$ cat src/rtl/l2_arbiter_if.sv
// ============================================================================
//  Module      : l2_arbiter_if
//  Description : I-cache, D-cache and L2 line-request bus bundle.
//  Revision    : 1.0 - initial release
// ============================================================================
`default_nettype none

interface l2_arbiter_if #(
    parameter int s_line = 256
);
    logic              i_mem_read;
    logic [31:0]       i_mem_address;
    logic [s_line-1:0] i_mem_rdata;
    logic              i_mem_resp;

    logic              d_mem_read;
    logic              d_mem_write;
    logic [31:0]       d_mem_address;
    logic [s_line-1:0] d_mem_wdata;
    logic [s_line-1:0] d_mem_rdata;
    logic              d_mem_resp;

    logic              l2_read;
    logic              l2_write;
    logic [31:0]       l2_address;
    logic [s_line-1:0] l2_wdata;
    logic [s_line-1:0] l2_rdata;
    logic              l2_resp;

    // Arbiter side
    modport slave (
        input  i_mem_read, i_mem_address,
        input  d_mem_read, d_mem_write, d_mem_address, d_mem_wdata,
        input  l2_rdata, l2_resp,
        output i_mem_rdata, i_mem_resp,
        output d_mem_rdata, d_mem_resp,
        output l2_read, l2_write, l2_address, l2_wdata
    );

    // Clients and L2 side
    modport master (
        output i_mem_read, i_mem_address,
        output d_mem_read, d_mem_write, d_mem_address, d_mem_wdata,
        output l2_rdata, l2_resp,
        input  i_mem_rdata, i_mem_resp,
        input  d_mem_rdata, d_mem_resp,
        input  l2_read, l2_write, l2_address, l2_wdata
    );
endinterface

`default_nettype wire

$ cat src/rtl/l2_arbiter.sv
// ============================================================================
//  Module      : l2_arbiter
//  Description : Round-robin arbiter sharing one L2 port between I and D caches.
//  Revision    : 1.0 - initial release
// ============================================================================
`default_nettype none

module l2_arbiter #(
    parameter int s_line   = 256,
    parameter int s_offset = 5
) (
    input  logic         clk,
    input  logic         rst,
    l2_arbiter_if.slave  bus
);

    typedef enum logic [1:0] {
        IDLE    = 2'd0,
        SERVE_I = 2'd1,
        SERVE_D = 2'd2
    } state_t;

    localparam logic [31:0] c_addr_mask = ~((32'd1 << s_offset) - 32'd1);

    state_t            r_state;
    state_t            w_next_state;
    logic              r_last_grant;
    logic [31:0]       r_addr;
    logic              r_write;
    logic [s_line-1:0] r_wdata;

    logic              w_i_req;
    logic              w_d_req;
    logic              w_grant;
    logic              w_grant_d;

    assign w_i_req   = bus.i_mem_read;
    assign w_d_req   = bus.d_mem_read | bus.d_mem_write;
    assign w_grant   = (r_state == IDLE) && (w_i_req || w_d_req);
    // On a tie the client that did not win last time goes first
    assign w_grant_d = w_d_req && (!w_i_req || !r_last_grant);

    always_ff @(posedge clk or posedge rst) begin
        if (rst) begin
            r_state      <= IDLE;
            r_last_grant <= 1'b0;
            r_addr       <= 32'd0;
            r_write      <= 1'b0;
            r_wdata      <= '0;
        end else begin
            r_state <= w_next_state;
            if (w_grant) begin
                r_last_grant <= w_grant_d;
                r_addr       <= (w_grant_d ? bus.d_mem_address : bus.i_mem_address) & c_addr_mask;
                r_write      <= w_grant_d & bus.d_mem_write;
                r_wdata      <= bus.d_mem_wdata;
            end
        end
    end

    always_comb begin
        w_next_state   = r_state;
        bus.l2_read    = 1'b0;
        bus.l2_write   = 1'b0;
        bus.l2_address = 32'd0;
        bus.l2_wdata   = '0;
        bus.i_mem_resp = 1'b0;
        bus.d_mem_resp = 1'b0;
        case (r_state)
            IDLE: begin
                if (w_grant) begin
                    w_next_state = w_grant_d ? SERVE_D : SERVE_I;
                end
            end
            SERVE_I: begin
                bus.l2_read    = 1'b1;
                bus.l2_address = r_addr;
                bus.l2_wdata   = r_wdata;
                if (bus.l2_resp) begin
                    bus.i_mem_resp = 1'b1;
                    w_next_state   = IDLE;
                end
            end
            SERVE_D: begin
                bus.l2_read    = !r_write;
                bus.l2_write   = r_write;
                bus.l2_address = r_addr;
                bus.l2_wdata   = r_wdata;
                if (bus.l2_resp) begin
                    bus.d_mem_resp = 1'b1;
                    w_next_state   = IDLE;
                end
            end
            default: begin
                w_next_state = IDLE;
            end
        endcase
    end

    // Read data is a straight pass-through; resp is the only qualifier
    assign bus.i_mem_rdata = bus.l2_rdata;
    assign bus.d_mem_rdata = bus.l2_rdata;

endmodule

`default_nettype wire
$ cat src/flat_wrapper.sv
// flat-port wrapper written by rule: the top's interface ports become plain ports
module l2_arbiter_flat 
#(
    parameter int s_line   = 256,
    parameter int s_offset = 5
)
  (clk, rst, bus_i_mem_read, bus_i_mem_address, bus_d_mem_read, bus_d_mem_write, bus_d_mem_address, bus_d_mem_wdata, bus_l2_rdata, bus_l2_resp, bus_i_mem_rdata, bus_i_mem_resp, bus_d_mem_rdata, bus_d_mem_resp, bus_l2_read, bus_l2_write, bus_l2_address, bus_l2_wdata);
  l2_arbiter_if #(.s_line(s_line)) bus_i ();
  input  logic clk;
  input  logic rst;
  input wire logic [$bits(bus_i.i_mem_read)-1:0] bus_i_mem_read;
  input wire logic [$bits(bus_i.i_mem_address)-1:0] bus_i_mem_address;
  input wire logic [$bits(bus_i.d_mem_read)-1:0] bus_d_mem_read;
  input wire logic [$bits(bus_i.d_mem_write)-1:0] bus_d_mem_write;
  input wire logic [$bits(bus_i.d_mem_address)-1:0] bus_d_mem_address;
  input wire logic [$bits(bus_i.d_mem_wdata)-1:0] bus_d_mem_wdata;
  input wire logic [$bits(bus_i.l2_rdata)-1:0] bus_l2_rdata;
  input wire logic [$bits(bus_i.l2_resp)-1:0] bus_l2_resp;
  output wire logic [$bits(bus_i.i_mem_rdata)-1:0] bus_i_mem_rdata;
  output wire logic [$bits(bus_i.i_mem_resp)-1:0] bus_i_mem_resp;
  output wire logic [$bits(bus_i.d_mem_rdata)-1:0] bus_d_mem_rdata;
  output wire logic [$bits(bus_i.d_mem_resp)-1:0] bus_d_mem_resp;
  output wire logic [$bits(bus_i.l2_read)-1:0] bus_l2_read;
  output wire logic [$bits(bus_i.l2_write)-1:0] bus_l2_write;
  output wire logic [$bits(bus_i.l2_address)-1:0] bus_l2_address;
  output wire logic [$bits(bus_i.l2_wdata)-1:0] bus_l2_wdata;
  assign bus_i.i_mem_read = bus_i_mem_read;
  assign bus_i.i_mem_address = bus_i_mem_address;
  assign bus_i.d_mem_read = bus_d_mem_read;
  assign bus_i.d_mem_write = bus_d_mem_write;
  assign bus_i.d_mem_address = bus_d_mem_address;
  assign bus_i.d_mem_wdata = bus_d_mem_wdata;
  assign bus_i.l2_rdata = bus_l2_rdata;
  assign bus_i.l2_resp = bus_l2_resp;
  assign bus_i_mem_rdata = bus_i.i_mem_rdata;
  assign bus_i_mem_resp = bus_i.i_mem_resp;
  assign bus_d_mem_rdata = bus_i.d_mem_rdata;
  assign bus_d_mem_resp = bus_i.d_mem_resp;
  assign bus_l2_read = bus_i.l2_read;
  assign bus_l2_write = bus_i.l2_write;
  assign bus_l2_address = bus_i.l2_address;
  assign bus_l2_wdata = bus_i.l2_wdata;
  l2_arbiter #(.s_line(s_line), .s_offset(s_offset)) u_core (.clk(clk), .rst(rst), .bus(bus_i));
endmodule
$ cat config.mk
export PLATFORM = sky130hd
export DESIGN_NAME = l2_arbiter_flat
export DESIGN_NICKNAME = d
export VERILOG_FILES = /design/src/rtl/l2_arbiter_if.sv /design/src/rtl/l2_arbiter.sv /design/src/flat_wrapper.sv
export SDC_FILE = /design/constraint.sdc
export NUM_CORES = 1
export LEC_CHECK = 0
export ABC_AREA = 1
export BUFFER_PORTS_ARGS = -buffer_cell sky130_fd_sc_hd__buf_2
export CORE_AREA = 2 2 533 535
export DETAILED_ROUTE_END_ITERATION = 8
export DIE_AREA = 0 0 535 537
export GPL_TIMING_DRIVEN = 0
export PLACE_DENSITY = 0.3
export SYNTH_ARGS = -nofsm -noshare
export SYNTH_HDL_FRONTEND = slang
export SYNTH_SLANG_ARGS = --single-unit
$ cat constraint.sdc
create_clock -name clk -period 10.1 [get_ports clk]
set_input_delay 2.02 -clock clk [delete_from_list [all_inputs] [get_ports clk]]
set_output_delay 2.02 -clock clk [all_outputs]
set_load 0.02 [all_outputs]
* After elaboration in Yosys (flattened, before gate mapping)
Index checks and enable logic that the tools add are counted.
** Word-level totals
- Register bits after elaboration :: 287
- Output and inout port bits :: 804
- Logic and storage cells :: 33
** Cells by class
- Equal/unequal tests :: 4
- Multiplexer cells :: 12
- Bitwise logic cells :: 2
- Reduce and logical (&&, ||, !) cells :: 10
** Operators by type and width (number)
- 256-bit two-way mux :: 1
- 32-bit two-way mux :: 2
- 2-bit two-way mux :: 3
- 1-bit two-way mux :: 4
- 2-bit by 1-bit inequality test with 1-bit output, second input constant :: 2
- 2-bit case mux with 2 select lines :: 1
- 1-bit logical NOT :: 3
- 2-bit by 1-bit == test with 1-bit output, second input constant :: 1
- 2-bit == test, second input constant :: 1
- 1-bit logical AND :: 2
- 2-bit logical NOT :: 1
- 1-bit logical OR :: 2
- 1-bit case mux with 2 select lines :: 1
- 2-bit AND reduction :: 1
- 2-bit OR reduction :: 1
- 1-bit AND :: 1
- 1-bit OR :: 1

* Longest topological paths before layout
- Depth in word-level cells :: 6
- Depth in mapped cells :: 8

* Worst setup path before layout
Ideal clock, no wire load.
- Path kind :: input-to-output
- Start point :: in bus_l2_resp
- End point :: out bus_d_mem_resp
- Data arrival time :: 2.194 ns
- Setup slack :: 5.886 ns
- Stages :: 2
- Buffers on the path :: 0
- Cell sequence :: nand2_1 inv_1
** On the way
- Longest elaborated chain between the ends :: 2
** Ends and longest elaborated chain
- start: declaration :: RTL line flat_wrapper.sv:18 : input wire logic [$bits(bus_i.l2_resp)-1:0] bus_l2_resp;
- 1-bit two-way mux :: RTL line l2_arbiter.sv:89 : if (bus.l2_resp) begin
- 1-bit two-way mux :: RTL line l2_arbiter.sv:69 : case (r_state)
- end: declaration :: RTL line flat_wrapper.sv:22 : output wire logic [$bits(bus_i.d_mem_resp)-1:0] bus_d_mem_resp;
No other way between the ends.

* Worst setup path in the final report
- Start point :: reg u_core.r_state[0]
- End point :: out bus_l2_wdata[204]
** On the way
- Longest elaborated chain between the ends :: 3
- Elaborated cells between the ends (all ways) :: 4
- Those cells by class :: 2 x eq/ne; 1 x mux; 1 x reduce/logical
** Ends and longest elaborated chain
- start: declaration :: RTL line l2_arbiter.sv:25 : state_t r_state;
- start signal: assignment :: RTL line l2_arbiter.sv:51 : r_state <= w_next_state;
- 2-bit by 1-bit == test with 1-bit output / 2-bit == test (equally long branches) :: RTL line l2_arbiter.sv:69
- 2-bit OR reduction (no line) *
- 256-bit two-way mux * :: RTL line l2_arbiter.sv:69
- end: declaration :: RTL line flat_wrapper.sv:26 : output wire logic [$bits(bus_i.l2_wdata)-1:0] bus_l2_wdata;
Every way passes the cells marked *; elsewhere a longest branch is shown, timed or not.

==> impl_metrics.csv <==
group,metric,value,unit
sta,maxSlewViolCount,0,
hold_path,min-delay-start,"u_core.r_wdata[208]$_DFFE_PP0P_",
routing,drc,0,
cts,clk_pin_slew,60,ps
cts,hold_buffers,0,
floorplanning,ioPinCount,1386,
floorplanning,start_util,6.27,%
cts,clockBufferDepth,3,
sta,fin_crit_sh,56.2,%
floorplanning,die_x,535,um
final_layout,nNetsFinal,4224,
cts,clockRootBuffer,"clkbuf_16",
cts,post-cts-setup-buffers,0,
placement,gp_congestion,0.888,
hold_path,hold_end,"u_core.r_wdata[208]$_DFFE_PP0P_",
setup_path,critical_path_class,"reg -> out",
global_routing,grt_pass1_vias,19500,
setup_path,crit_chain,"inv_1 -> ha_1 -> clkbuf_1 -> clkbuf_2 -> buf_2 -> nand2_1 -> inv_1 -> buf_2",
floorplanning,fp-row-count,195,
sta,final_hold_viol_count,0,
setup_path,crit_path_end_kind,"output pin",
final_layout,fillers,33100,
setup_path,start_kind,"flop",
synthesis,synth.avg_cell_area,7.14,um2
run,maxCapViolCount,0,
outcome,status,"finished, final reports clean",
routing,wire_per_inst,22.3,um
sta,slew_headroom,43.7,%
cts,tritoncts,"done",
power_and_ir_drop,leakagePower,17.8,nW
global_routing,grt_first_pass_wirelength,205000,um
final_layout,stdcell_count,7446,
routing,viasPerCell,2.61,
setup_path,worst-endpoint-arrival,3660,ps
hold_path,hold_path.class,"reg -> reg",
sta,rsz0062_at_grt,"no",
sta,min_period,5680,ps
power_and_ir_drop,power_density,298,mW/mm2
setup_path,rrSetupSlack,7640,ps
synthesis,yosysWarnings,0,
cts,cts-resized-gates,0,
cts,cts_buffers,46,
global_routing,grt_max_degree,101,
cts,h-tree-depth,2,
setup_path,regToRegStartpoint,"u_core.r_state[0]$_DFFE_PP0P_",
floorplanning,die-area,0.287,mm2
placement,place_hpwl,148000,um
final_layout,drive_above_1_share,49.1,%
global_routing,antenna_found_initial,71,
global_routing,grt_use_total,11.0,%
placement,dp_cells,7334,
synthesis,yosysSeqAreaShare,40.7,%
synthesis,syn-cell-area,0.0176,mm2
hold_path,min_path_cells,2,
sta,max_slew.worst_pin.slew,845,ps
routing,wl,166000,um
setup_path,critPathMaxFanout,10,
floorplanning,die_h,537,um
synthesis,synthCells,2470,
setup_path,cp.required,8080,ps
global_routing,gr-total-overflow,0,
setup_path,r2r_end,"u_core.r_wdata[133]$_DFFE_PP0P_",
setup_path,critical_path.max_stage_delay,610,ps
setup_path,ff2ff_path_depth,8,
setup_path,cp_top_family,"buffers and inverters",
routing,ant_nets,0,
sta,setup_viol,0,
sta,fmax,0.176,GHz
cts,clock-sinks,287,
setup_path,slowest_stage,"clkbuf_2",
routing,drtPass1Iterations,5,
routing,drt_iter0_markers,1162,
power_and_ir_drop,total_power,0.00882,W
power_and_ir_drop,ir_drop,0.120,mV
routing,via_count,19500,
synthesis,synth-seq-cells,287,
final_layout,area_growth,67.7,%
setup_path,critPathBufInv,6,
floorplanning,core_area,0.281,mm2
sta,skew,36.7,ps
cts,clock_latency,670,ps
placement,io_buffers,1114,
synthesis,synth_cell_types,18,
-- worst max path at each step --
stage	start	endpoint	cells after the start	slack (ps)
floorplan	rst	u_core.r_addr[10]$_DFFE_PP0P_	1	160
global placement	rst	u_core.r_wdata[236]$_DFFE_PP0P_	2	-6150
detailed placement	u_core.r_state[0]$_DFFE_PP0P_	bus_l2_wdata[139]	8	4670
CTS	u_core.r_state[0]$_DFFE_PP0P_	bus_l2_wdata[139]	8	3950
global route	u_core.r_state[0]$_DFFE_PP0P_	bus_l2_wdata[139]	8	4020
finish	u_core.r_state[0]$_DFFE_PP0P_	bus_l2_wdata[204]	8	4420
-- where the power goes --
group / switching, W / internal [W]
registers: 0.000460 / 0.00173
clock network: 0.000705 / 0.000974
logic: 0.00363 / 0.00132
total: 0.00479 / 0.00403
-- area by class of cell --
| cell class | instances | area, um2 | area share (%) |
|---|---|---|---|
| antenna | 29 | 72.6 | 0.245 |
| clock inverter | 21 | 215 | 0.728 |
| inverter | 349 | 1320 | 4.45 |
| sequential | 287 | 7180 | 24.3 |
| buffer | 618 | 4450 | 15.0 |
| timing repair buffer | 1117 | 5660 | 19.1 |
| tap | 3743 | 4680 | 15.8 |
| clock buffer | 62 | 1290 | 4.37 |
| multi-input combinational | 1220 | 4710 | 15.9 |
-- worst reg2reg max path, stage by stage, from the launching register on --
cell	delay (ps)
dfrtp_1	400
inv_1	90
ha_1	220
inv_1	110
a21oi_4	420
buf_4	450
buf_2	500
nand2_1	140
nand2_1	80
-- stage by stage --
step	hold slack [ps]	area [um2]	worst slack, ps	utilization (%)	TNS [ps]
6_report	477	29600	4420	10.5	0
4_1_cts	481	29500	3950	10.5	0
3_5_place_dp	465	28000	4670	9.95	0
2_1_floorplan	449	17600	159	-	0
3_3_place_gp	464	27900	-6150	9.92	-1715940
5_1_grt	493	29500	4020	10.5	0
-- cell usage after synthesis (all sizes together) --
library cell	count	area [um2]
nor2	3	18.8
nand2	1147	4310
ha	3	37.5
a21oi	2	21.3
inv	349	1310
o21ai	3	15.0
dfrtp	287	7180
or2	1	6.26
clkbuf	11	41.3
conb	1	3.75
buf	607	4410
nand3	56	280
-- kinds of logic (layout without fill, tap and decap cells) --
family          count (synthesis)  after routing  share of synthesized area (%)
other cells                     1             34                         0.0213
simple gates                 1207           1207                           26.2
flops                         287            287                           40.7
buf+inv                       967           2167                           32.7
fa+ha+maj                       3              3                          0.213
compound gates                  5              5                          0.206
-- placed cells by master, fill, tap and decap left out, types with 5 or more instances in the layout --
cell type  count
dfrtp_1      287
nand3_1       56
buf_4        523
clkbuf_8       6
diode_2       29
clkbuf_16     47
buf_6         10
buf_2       1187
clkinv_2      11
inv_1        348
clkbuf_1      18
nand2_1     1145
conb_1         5
-- state kept, by name, indices dropped and copies added, names as in the netlist --
register and count:
u_core.r_wdata 256, u_core.r_last_grant 1, u_core.r_state 2, u_core.r_addr 27
u_core.r_write 1
-- routing by layer --
metal / up-vias / routed length, um / track usage (%)
met2: 1133 / 79600 / 18.7
met5: - / 94 / 0
met3: 179 / 17400 / 4.60
met4: 14 / 4560 / 2.94
li1: 8955 / - / -
met1: 9189 / 64500 / 12.5
Note: power is estimated with default switching activity, not from simulation.
